## src/rtl/lsu_pkg.sv

```systemverilog
`default_nettype none
// ============================================================================
// Module      : lsu_pkg
// Description : Shared state codes, Funct3 codes and request-formatting
//               helpers for the load/store unit.
// Revision    : 1.0 - initial release
// ============================================================================
package lsu_pkg;

    localparam logic [1:0] ST_IDLE = 2'd0;
    localparam logic [1:0] ST_REQ  = 2'd1;
    localparam logic [1:0] ST_WAIT = 2'd2;
    localparam logic [1:0] ST_DONE = 2'd3;

    localparam logic [2:0] F3_B  = 3'b000;
    localparam logic [2:0] F3_H  = 3'b001;
    localparam logic [2:0] F3_W  = 3'b010;
    localparam logic [2:0] F3_BU = 3'b100;
    localparam logic [2:0] F3_HU = 3'b101;

    // Unsigned sizes only make sense for loads.
    function automatic logic f3_legal(input logic [2:0] f3, input logic we);
        logic ok;
        case (f3)
            F3_B, F3_H, F3_W: ok = 1'b1;
            F3_BU, F3_HU:     ok = ~we;
            default:          ok = 1'b0;
        endcase
        return ok;
    endfunction

    function automatic logic f3_aligned(input logic [2:0] f3, input logic [1:0] off);
        logic ok;
        case (f3)
            F3_H, F3_HU: ok = ~off[0];
            F3_W:        ok = (off == 2'b00);
            default:     ok = 1'b1;
        endcase
        return ok;
    endfunction

    function automatic logic [3:0] byte_en(input logic [2:0] f3, input logic [1:0] off);
        logic [3:0] be;
        case (f3)
            F3_B:    be = 4'b0001 << off;
            F3_H:    be = 4'b0011 << off;
            default: be = 4'b1111;
        endcase
        return be;
    endfunction

    function automatic logic [31:0] store_data(input logic [2:0] f3, input logic [31:0] wd);
        logic [31:0] d;
        case (f3)
            F3_B:    d = {4{wd[7:0]}};
            F3_H:    d = {2{wd[15:0]}};
            default: d = wd;
        endcase
        return d;
    endfunction

endpackage
`default_nettype wire

```

## src/rtl/load_store_unit_load_align.sv

```systemverilog
`default_nettype none
// ============================================================================
// Module      : lsu_load_align
// Description : Lane-shifts a memory read word and sign/zero-extends it.
// Revision    : 1.0 - initial release
// ============================================================================
module lsu_load_align
    import lsu_pkg::*;
#(
    parameter int DATA_WIDTH = 32
) (
    input  logic [DATA_WIDTH-1:0] i_rdata,
    input  logic [1:0]            i_offset,
    input  logic [2:0]            i_funct3,
    output logic [DATA_WIDTH-1:0] o_result
);

    logic [DATA_WIDTH-1:0] w_shifted;

    assign w_shifted = i_rdata >> {i_offset, 3'b000};

    always_comb begin
        o_result = w_shifted;
        case (i_funct3)
            F3_B:    o_result = {{(DATA_WIDTH-8){w_shifted[7]}}, w_shifted[7:0]};
            F3_H:    o_result = {{(DATA_WIDTH-16){w_shifted[15]}}, w_shifted[15:0]};
            F3_BU:   o_result = {{(DATA_WIDTH-8){1'b0}}, w_shifted[7:0]};
            F3_HU:   o_result = {{(DATA_WIDTH-16){1'b0}}, w_shifted[15:0]};
            default: o_result = w_shifted;
        endcase
    end

endmodule
`default_nettype wire

```

## src/rtl/load_store_unit.sv

```systemverilog
`default_nettype none
// ============================================================================
// Module      : load_store_unit
// Description : Memory-stage LSU: one load/store per instruction over a
//               valid/ready request and valid-only response channel.
// Revision    : 1.0 - initial release
// ============================================================================
module load_store_unit
    import lsu_pkg::*;
#(
    parameter int DATA_WIDTH   = 32,
    parameter int FUNCT3_WIDTH = 3,
    parameter int BE_WIDTH     = 4
) (
    input  logic                    clk,
    input  logic                    rst_n,
    input  logic                    MemReq,
    input  logic                    MemWrite,
    input  logic [FUNCT3_WIDTH-1:0] Funct3,
    input  logic [DATA_WIDTH-1:0]   ALUResult,
    input  logic [DATA_WIDTH-1:0]   WriteData,
    output logic                    DMemValid,
    input  logic                    DMemReady,
    output logic [DATA_WIDTH-1:0]   DMemAddr,
    output logic                    DMemWE,
    output logic [BE_WIDTH-1:0]     DMemByteEn,
    output logic [DATA_WIDTH-1:0]   DMemWData,
    input  logic                    DMemRValid,
    input  logic [DATA_WIDTH-1:0]   DMemRData,
    output logic                    Stall,
    output logic                    LsuDone,
    output logic [DATA_WIDTH-1:0]   ReadData,
    output logic                    Fault
);

    logic [1:0]            r_state;
    logic [1:0]            r_offset;
    logic                  r_we;
    logic [2:0]            r_f3;
    logic                  r_dmem_valid;
    logic [DATA_WIDTH-1:0] r_dmem_addr;
    logic                  r_dmem_we;
    logic [BE_WIDTH-1:0]   r_dmem_be;
    logic [DATA_WIDTH-1:0] r_dmem_wdata;
    logic                  r_lsu_done;
    logic [DATA_WIDTH-1:0] r_read_data;

    logic                  w_idle;
    logic                  w_req_ok;
    logic                  w_accept;
    logic [DATA_WIDTH-1:0] w_load_result;

    assign w_idle   = (r_state == ST_IDLE);
    assign w_req_ok = f3_legal(Funct3, MemWrite) && f3_aligned(Funct3, ALUResult[1:0]);
    assign w_accept = w_idle && MemReq && w_req_ok;

    lsu_load_align #(
        .DATA_WIDTH (DATA_WIDTH)
    ) u_load_align (
        .i_rdata  (DMemRData),
        .i_offset (r_offset),
        .i_funct3 (r_f3),
        .o_result (w_load_result)
    );

    always_ff @(posedge clk or negedge rst_n) begin
        if (!rst_n) begin
            r_state      <= ST_IDLE;
            r_offset     <= '0;
            r_we         <= 1'b0;
            r_f3         <= '0;
            r_dmem_valid <= 1'b0;
            r_dmem_addr  <= '0;
            r_dmem_we    <= 1'b0;
            r_dmem_be    <= '0;
            r_dmem_wdata <= '0;
            r_lsu_done   <= 1'b0;
            r_read_data  <= '0;
        end else begin
            r_lsu_done <= 1'b0;
            case (r_state)
                ST_IDLE: begin
                    if (w_accept) begin
                        r_offset     <= ALUResult[1:0];
                        r_we         <= MemWrite;
                        r_f3         <= Funct3;
                        r_dmem_valid <= 1'b1;
                        r_dmem_addr  <= {ALUResult[DATA_WIDTH-1:2], 2'b00};
                        r_dmem_we    <= MemWrite;
                        // Loads carry no lane enables or data on the request.
                        r_dmem_be    <= MemWrite ? byte_en(Funct3, ALUResult[1:0]) : '0;
                        r_dmem_wdata <= MemWrite ? store_data(Funct3, WriteData) : '0;
                        r_state      <= ST_REQ;
                    end
                end
                ST_REQ: begin
                    if (DMemReady) begin
                        r_dmem_valid <= 1'b0;
                        r_dmem_addr  <= '0;
                        r_dmem_we    <= 1'b0;
                        r_dmem_be    <= '0;
                        r_dmem_wdata <= '0;
                        if (r_we) begin
                            r_lsu_done <= 1'b1;
                            r_state    <= ST_DONE;
                        end else begin
                            r_state    <= ST_WAIT;
                        end
                    end
                end
                ST_WAIT: begin
                    if (DMemRValid) begin
                        r_read_data <= w_load_result;
                        r_lsu_done  <= 1'b1;
                        r_state     <= ST_DONE;
                    end
                end
                ST_DONE: begin
                    r_state <= ST_IDLE;
                end
                default: begin
                    r_state <= ST_IDLE;
                end
            endcase
        end
    end

    assign DMemValid  = r_dmem_valid;
    assign DMemAddr   = r_dmem_addr;
    assign DMemWE     = r_dmem_we;
    assign DMemByteEn = r_dmem_be;
    assign DMemWData  = r_dmem_wdata;
    assign LsuDone    = r_lsu_done;
    assign ReadData   = r_read_data;
    assign Fault      = w_idle && MemReq && !w_req_ok;
    assign Stall      = w_accept || (r_state == ST_REQ) || (r_state == ST_WAIT);

endmodule
`default_nettype wire

```

## config.mk

```make
export PLATFORM = sky130hd
export DESIGN_NAME = load_store_unit
export DESIGN_NICKNAME = d
export VERILOG_FILES = /design/src/rtl/lsu_pkg.sv /design/src/rtl/load_store_unit_load_align.sv /design/src/rtl/load_store_unit.sv
export SDC_FILE = /design/constraint.sdc
export NUM_CORES = 1
export LEC_CHECK = 0
export BUFFER_PORTS_ARGS = -buffer_cell sky130_fd_sc_hd__buf_2
export CORE_ASPECT_RATIO = 1.1
export CORE_UTILIZATION = 45
export CTS_BUF_LIST = sky130_fd_sc_hd__clkbuf_4 sky130_fd_sc_hd__clkbuf_8
export CTS_CLUSTER_DIAMETER = 150
export DETAILED_ROUTE_END_ITERATION = 12
export HOLD_SLACK_MARGIN = 0.05
export PLACE_DENSITY = 0.87
export SYNTH_ARGS = -nofsm -noshare
export SYNTH_HDL_FRONTEND = slang
export SYNTH_HIERARCHICAL = 1
export SYNTH_SLANG_ARGS = --single-unit
export TNS_END_PERCENT = 1
```

## constraint.sdc

```tcl
create_clock -name clk -period 1.8 [get_ports clk]
set_input_delay 0.18 -clock clk [delete_from_list [all_inputs] [get_ports clk]]
set_output_delay 0.18 -clock clk [all_outputs]
set_load 0.02 [all_outputs]
```

# Yosys cells after proc, flatten, opt, wreduce, memory -nomap -nowiden
# Index checks and enable logic that the tools add are counted.
[word_totals]
rom_bits = 0
reg_bits = 111
ram_bits = 0
output_inout_bits = 105
latch_bits = 0
memories = 0
inputBits = 105
[op_classes]
add_sub_neg = 0
order_cmp = 0
shifts = 3
eq_ne = 13
mul = 0
n_bitwise = 2
n_reduce_logical = 19
div = 0
n_mux = 29
[op_table]
columns = ["cell", "n"]
rows = [
  ["$pmux W32 S2", 3],
  ["$mux W32", 4],
  ["$pmux W32 S4", 1],
  ["$shr A32 B5 Y32", 1],
  ["$pmux W4 S2", 2],
  ["$eq A3 B3 Y1 const B", 4],
  ["$mux W4", 3],
  ["$pmux W1 S2", 5],
  ["$pmux W2 S4", 1],
  ["$mux W1", 7],
  ["$eq A3 B1 Y1 const B", 2],
  ["$logic_not A3 Y1", 2],
  ["$mux W2", 3],
  ["$reduce_and A3 Y1", 2],
  ["$eq A2 B2 Y1 const B", 2],
  ["$logic_and A1 B1 Y1", 4],
  ["$logic_not A2 Y1", 2],
  ["$ne A2 B2 Y1 const B", 2],
  ["$reduce_and A2 Y1", 2],
  ["$reduce_or A2 Y1", 2],
  ["$shl A1 B2 Y4 const A", 1],
  ["$shl A2 B2 Y4 const A", 1],
  ["$eq A3 B2 Y1 const B", 1],
  ["$reduce_or A3 Y1", 1],
  ["other kinds (6)", 8],
]

# Longest topological paths before layout
[depth]
ltp_word = 7
mapped_depth = 8
mapped_depth_nobuf = 6

# Modules after synthesis
# Netlist, hierarchy kept.
[modules_own_cells]
columns = ["mod", "instances", "area_each_um2", "seq_area_each_um2", "cells_per_inst"]
rows = [
  ["load_store_unit", 1, 4904.7, 2727.6, 352],
  ["lsu_load_align", 1, 694.4, 0.0, 107],
]

# Worst setup path before layout
# Ideal clock, no wire load.
[synth_path]
path_type = "register to register"
from = "register r_state[1]"
to = "register r_dmem_addr[10] (netlist: DMemAddr[10])"
path_stages_with_launch = 7
setup_ns = 0.125
path_slack_ns = -0.021
synth_period_minus_slack_ns = 1.821
t_arrival_ns = 1.696
required_ns = 1.675
path_cell_list = "dfrtp_1 > inv_1 > ha_1 > inv_1 > a211o_4 > buf_6 > mux2_4"
[synth_via]
elab_chain_cells = 5
elab_cells_between_ends = 9
[synth_lines]
columns = ["element", "line_no", "text"]
rows = [
  ["start: declaration", "load_store_unit.sv:36", "logic [1:0] r_state;"],
  ["start signal: assignment", "load_store_unit.sv:68", "r_state <= ST_IDLE;"],
  ["start signal: assignment", "load_store_unit.sv:93", "r_state <= ST_REQ;"],
  ["start signal: assignment", "load_store_unit.sv:105", "r_state <= ST_DONE;"],
  ["$logic_not A2 Y1", "load_store_unit.sv:53, load_store_unit.sv:81", ""],
  ["$logic_and A1 B1 Y1 (2 in a row)", "load_store_unit.sv:55", "assign w_accept = w_idle && MemReq && w_req_ok;"],
  ["$ne A2 B1 Y1 (no line)", "n/a", ""],
  ["$reduce_and A3 Y1 (no line)", "n/a", ""],
  ["end signal: assignment", "load_store_unit.sv:88", "r_dmem_addr <= {ALUResult[DATA_WIDTH-1:2], 2'b00};"],
  ["end: declaration", "load_store_unit.sv:41", "logic [DATA_WIDTH-1:0] r_dmem_addr;"],
]
# Parallel ways exist; a longest one is shown, timed or not.
# A chain may end at the register's enable or synchronous reset.

# Final worst setup path
[layout_path]
from = "register r_state[0]"
to = "register r_dmem_addr[26] (netlist: DMemAddr[26])"
# Same word-level chain as after synthesis.

==> impl_metrics.py <==
metrics = {
    "clock_tree": {
        "cts_sinks": 109,
        "clk_pin_slew_ns": 0.12,
        "htreeDepth": 3,
        "cts_tree": "done",
        "clk_latency_ns": 0.38,
        "cts.path.max_buffers": 2,
        "cts_made_buffers": 9,
        "clockRootBuffer": "clkbuf_8",
    },
    "yosys": {
        "synth_simple_gate_area_frac": 0.0954,
        "syn_inst": 459,
        "yosys.area_share.adder": 0.00894,
        "synth_area_leader_cell": "dfrtp_1",
        "synth_warnings": 6,
        "ys_ff_latch": 109,
        "synth_xor_area_frac": 0,
        "ys_seq_area_frac": 0.487,
        "synth_area_leaders": "dfrtp_1 (49%), mux2_4 (8.3%), mux2i_1 (7.9%)",
        "syn_area_sq_um": 5600,
        "ys_types": 43,
        "synth_compound_area_frac": 0.129,
        "synth_top_area_frac": 0.487,
        "syn_avg_cell_area_sq_um": 12.2,
        "synth_top_family_by_area": "multiplexers",
        "synth_mux_area_frac": 0.238,
    },
    "place": {
        "placed_cell_area_sq_um": 6920,
        "preCtsSetupSlack_ns": -0.0272,
        "io_buffer_count": 207,
        "dp_hpwl_microns": 11300,
        "place.gp.congestion": 0.879,
    },
    "cells_and_area": {
        "insertedDiodeCount": 0,
        "design_area_sq_um": 7230,
        "area_growth_pct": 29.2,
        "drive_above_1_share": 0.509,
        "layout_common_cells": "buf_2 (205), dfrtp_1 (108), mux2i_1 (44)",
        "fin_nets": 789,
        "final_common_cell": "buf_2",
    },
    "critical_path": {
        "end_kind": "flop",
        "required_ns": 2.06,
        "reg2reg_depth": 7,
        "arrival_ns": 2.04,
        "worstSetupStartpointType": "flop",
        "crit_type": "flop to flop",
        "r2r_end": "DMemAddr[26]",
        "timing.rr.start": "r_state[0]",
        "crit_fanout": 10,
        "r2r_slack_ns": 0.02,
    },
    "sta": {
        "rsz0062_at_grt": "true",
        "fmax_ghz": 0.561,
        "hold_slack_ns": 0.0760,
        "worstMarginPinSlew_ns": 0.658,
        "setup_viol": 0,
        "max_slew_margin": 0.562,
        "slew_violations": 0,
        "clock_skew_ns": 0.0115,
        "fin_crit_sh": 0.990,
        "worst_slack_ns": 0.0181,
        "hold_viol_final": 0,
        "min_period_ns": 1.78,
    },
    "die": {
        "start_util": 0.463,
        "dieArea_sq_um": 12900,
        "core_area_sq_um": 12100,
        "ioPinCount": 210,
        "fp.dieH_microns": 119,
        "rows": 42,
        "die_x_microns": 108,
    },
    "global_routing": {
        "global_route.usage.total": 0.235,
        "grtUsageMet2": 0.420,
        "gr-max-usage-layer": "met2",
        "met1_usage": 0.273,
        "grt_pass1_vias": 4655,
        "grt_pass1_wl_microns": 23200,
        "grt_max_degree": 110,
        "grt_use_met3": 0.0493,
        "antenna_found_initial": 0,
        "overflow": 0,
    },
    "min_path": {
        "min-delay-start": "WriteData[17]",
        "hold_end": "DMemWData[17]",
        "hold_class": "input pin to flop",
        "whs_path_depth": 3,
    },
    "routing": {
        "ant_nets": 0,
        "drt_iter0_markers": 187,
        "drc": 0,
        "num_vias": 4560,
        "wire_per_inst_microns": 18.3,
        "finalWirelength_microns": 15300,
        "routed_via_density": 5.44,
        "first_pass_iters": 4,
    },
    "power": {
        "ir_worst_vdd_mv": 1.03,
        "p_leak_nw": 3.74,
        "powerDensity_nw_per_um2": 1720,
    },
    "outcome": {
        "status": "finished clean",
    },
    "flow_run": {
        "maxCapViolCount": 0,
    },
}
-- worst max path at each step --
stage	start	endpoint	slack, ns
after CTS	r_state[0]	Stall	0.009
after global routing	r_state[1]	DMemAddr[26]	-0.04
after floorplan	r_state[1]	DMemAddr[10]	0.03
final	r_state[0]	DMemAddr[26]	0.02
after detailed placement	ALUResult[0]	DMemWData[8]	-0.03
after global placement	Funct3[2]	DMemWData[5]	0.04
-- logic make-up after synthesis --
kind of cell             after synthesis
AO/OA/AOI/OAI                         94
flip-flops                           109
adder cells (fa/ha/maj)                4
multiplexers                         113
other                                  1
buffers and inverters                 40
AND/OR/NAND/NOR                       98
-- metrics by stage --
stage	utilization	power, mW	instances	TNS, ns
2_1_floorplan	-	8.76	460	0
3_3_place_gp	0.572	10.5	817	0
3_5_place_dp	0.572	10.8	817	-0.105
4_1_cts	0.595	12.4	838	0
5_1_grt	0.598	13.1	839	-1.23
6_report	0.598	12.4	839	0
-- synth_stat cells (all sizes together) --
| cell | count |
|---|---|
| a211o | 1 |
| a211oi | 15 |
| a21boi | 3 |
| a21o | 1 |
| a21oi | 9 |
| a221oi | 2 |
| a22o | 12 |
| a311oi | 1 |
| a31o | 1 |
| buf | 22 |
| clkbuf | 11 |
| conb | 1 |
| dfrtp | 109 |
| ha | 4 |
| inv | 7 |
| mux2 | 69 |
| mux2i | 44 |
| nand2 | 27 |
| nand2b | 2 |
| nand3 | 2 |
| nand3b | 2 |
| nor2 | 23 |
| nor2b | 38 |
| nor3 | 2 |
| nor3b | 1 |
| nor4 | 1 |
| o211ai | 1 |
| o21ai | 21 |
| o21bai | 1 |
| o22ai | 1 |
| o2bb2ai | 24 |
| o31a | 1 |
-- repair_timing --
action / 4_1_cts / 5_1_grt
gates cloned: 0 / 1
buffers inserted: 3 / 0
setup endpoints to repair: 18 / 76
pin swaps: 3 / 2
endpoints found under the hold margin: 110 / 0
hold buffers: 2 / 0
resized for setup: 11 / 9
-- cell type report --
type	count	area, sq um
clock buffer	10	138
clock inverter	6	56.3
fill	979	4850
inverter	7	26.3
multi-input combinational	311	2700
sequential	109	2730
tap	154	193
timing repair buffer	242	1390
-- report_power, final --
group / switching [mW] / internal, mW
combinational: 3.72 / 3.26
sequential: 0.611 / 3.38
clock: 0.904 / 0.567
-- state kept, by name (all words and copies together) (netlist names) --
register    flops
DMemWData      32
ReadData       32
DMemAddr       30
DMemByteEn      4
r_f3            3
r_offset        2
r_state         2
DMemValid       1
DMemWE          1
LsuDone         1
r_we            1
-- per-layer routing --
metal  up-vias  part of all wire
met3        26             0.074
met5         -                 0
li1       2076                 -
met2       220              0.51
met4         0             0.021
met1      2238              0.39
-- critical path, stage by stage (launching register included) --
cell and delay [ns]:
dfrtp_1 0.42, buf_4 0.14, ha_2 0.18, inv_2 0.07
nor2_1 0.06, a211o_4 0.29, buf_4 0.20, mux2_4 0.31
(Power assumes the default switching activity.)
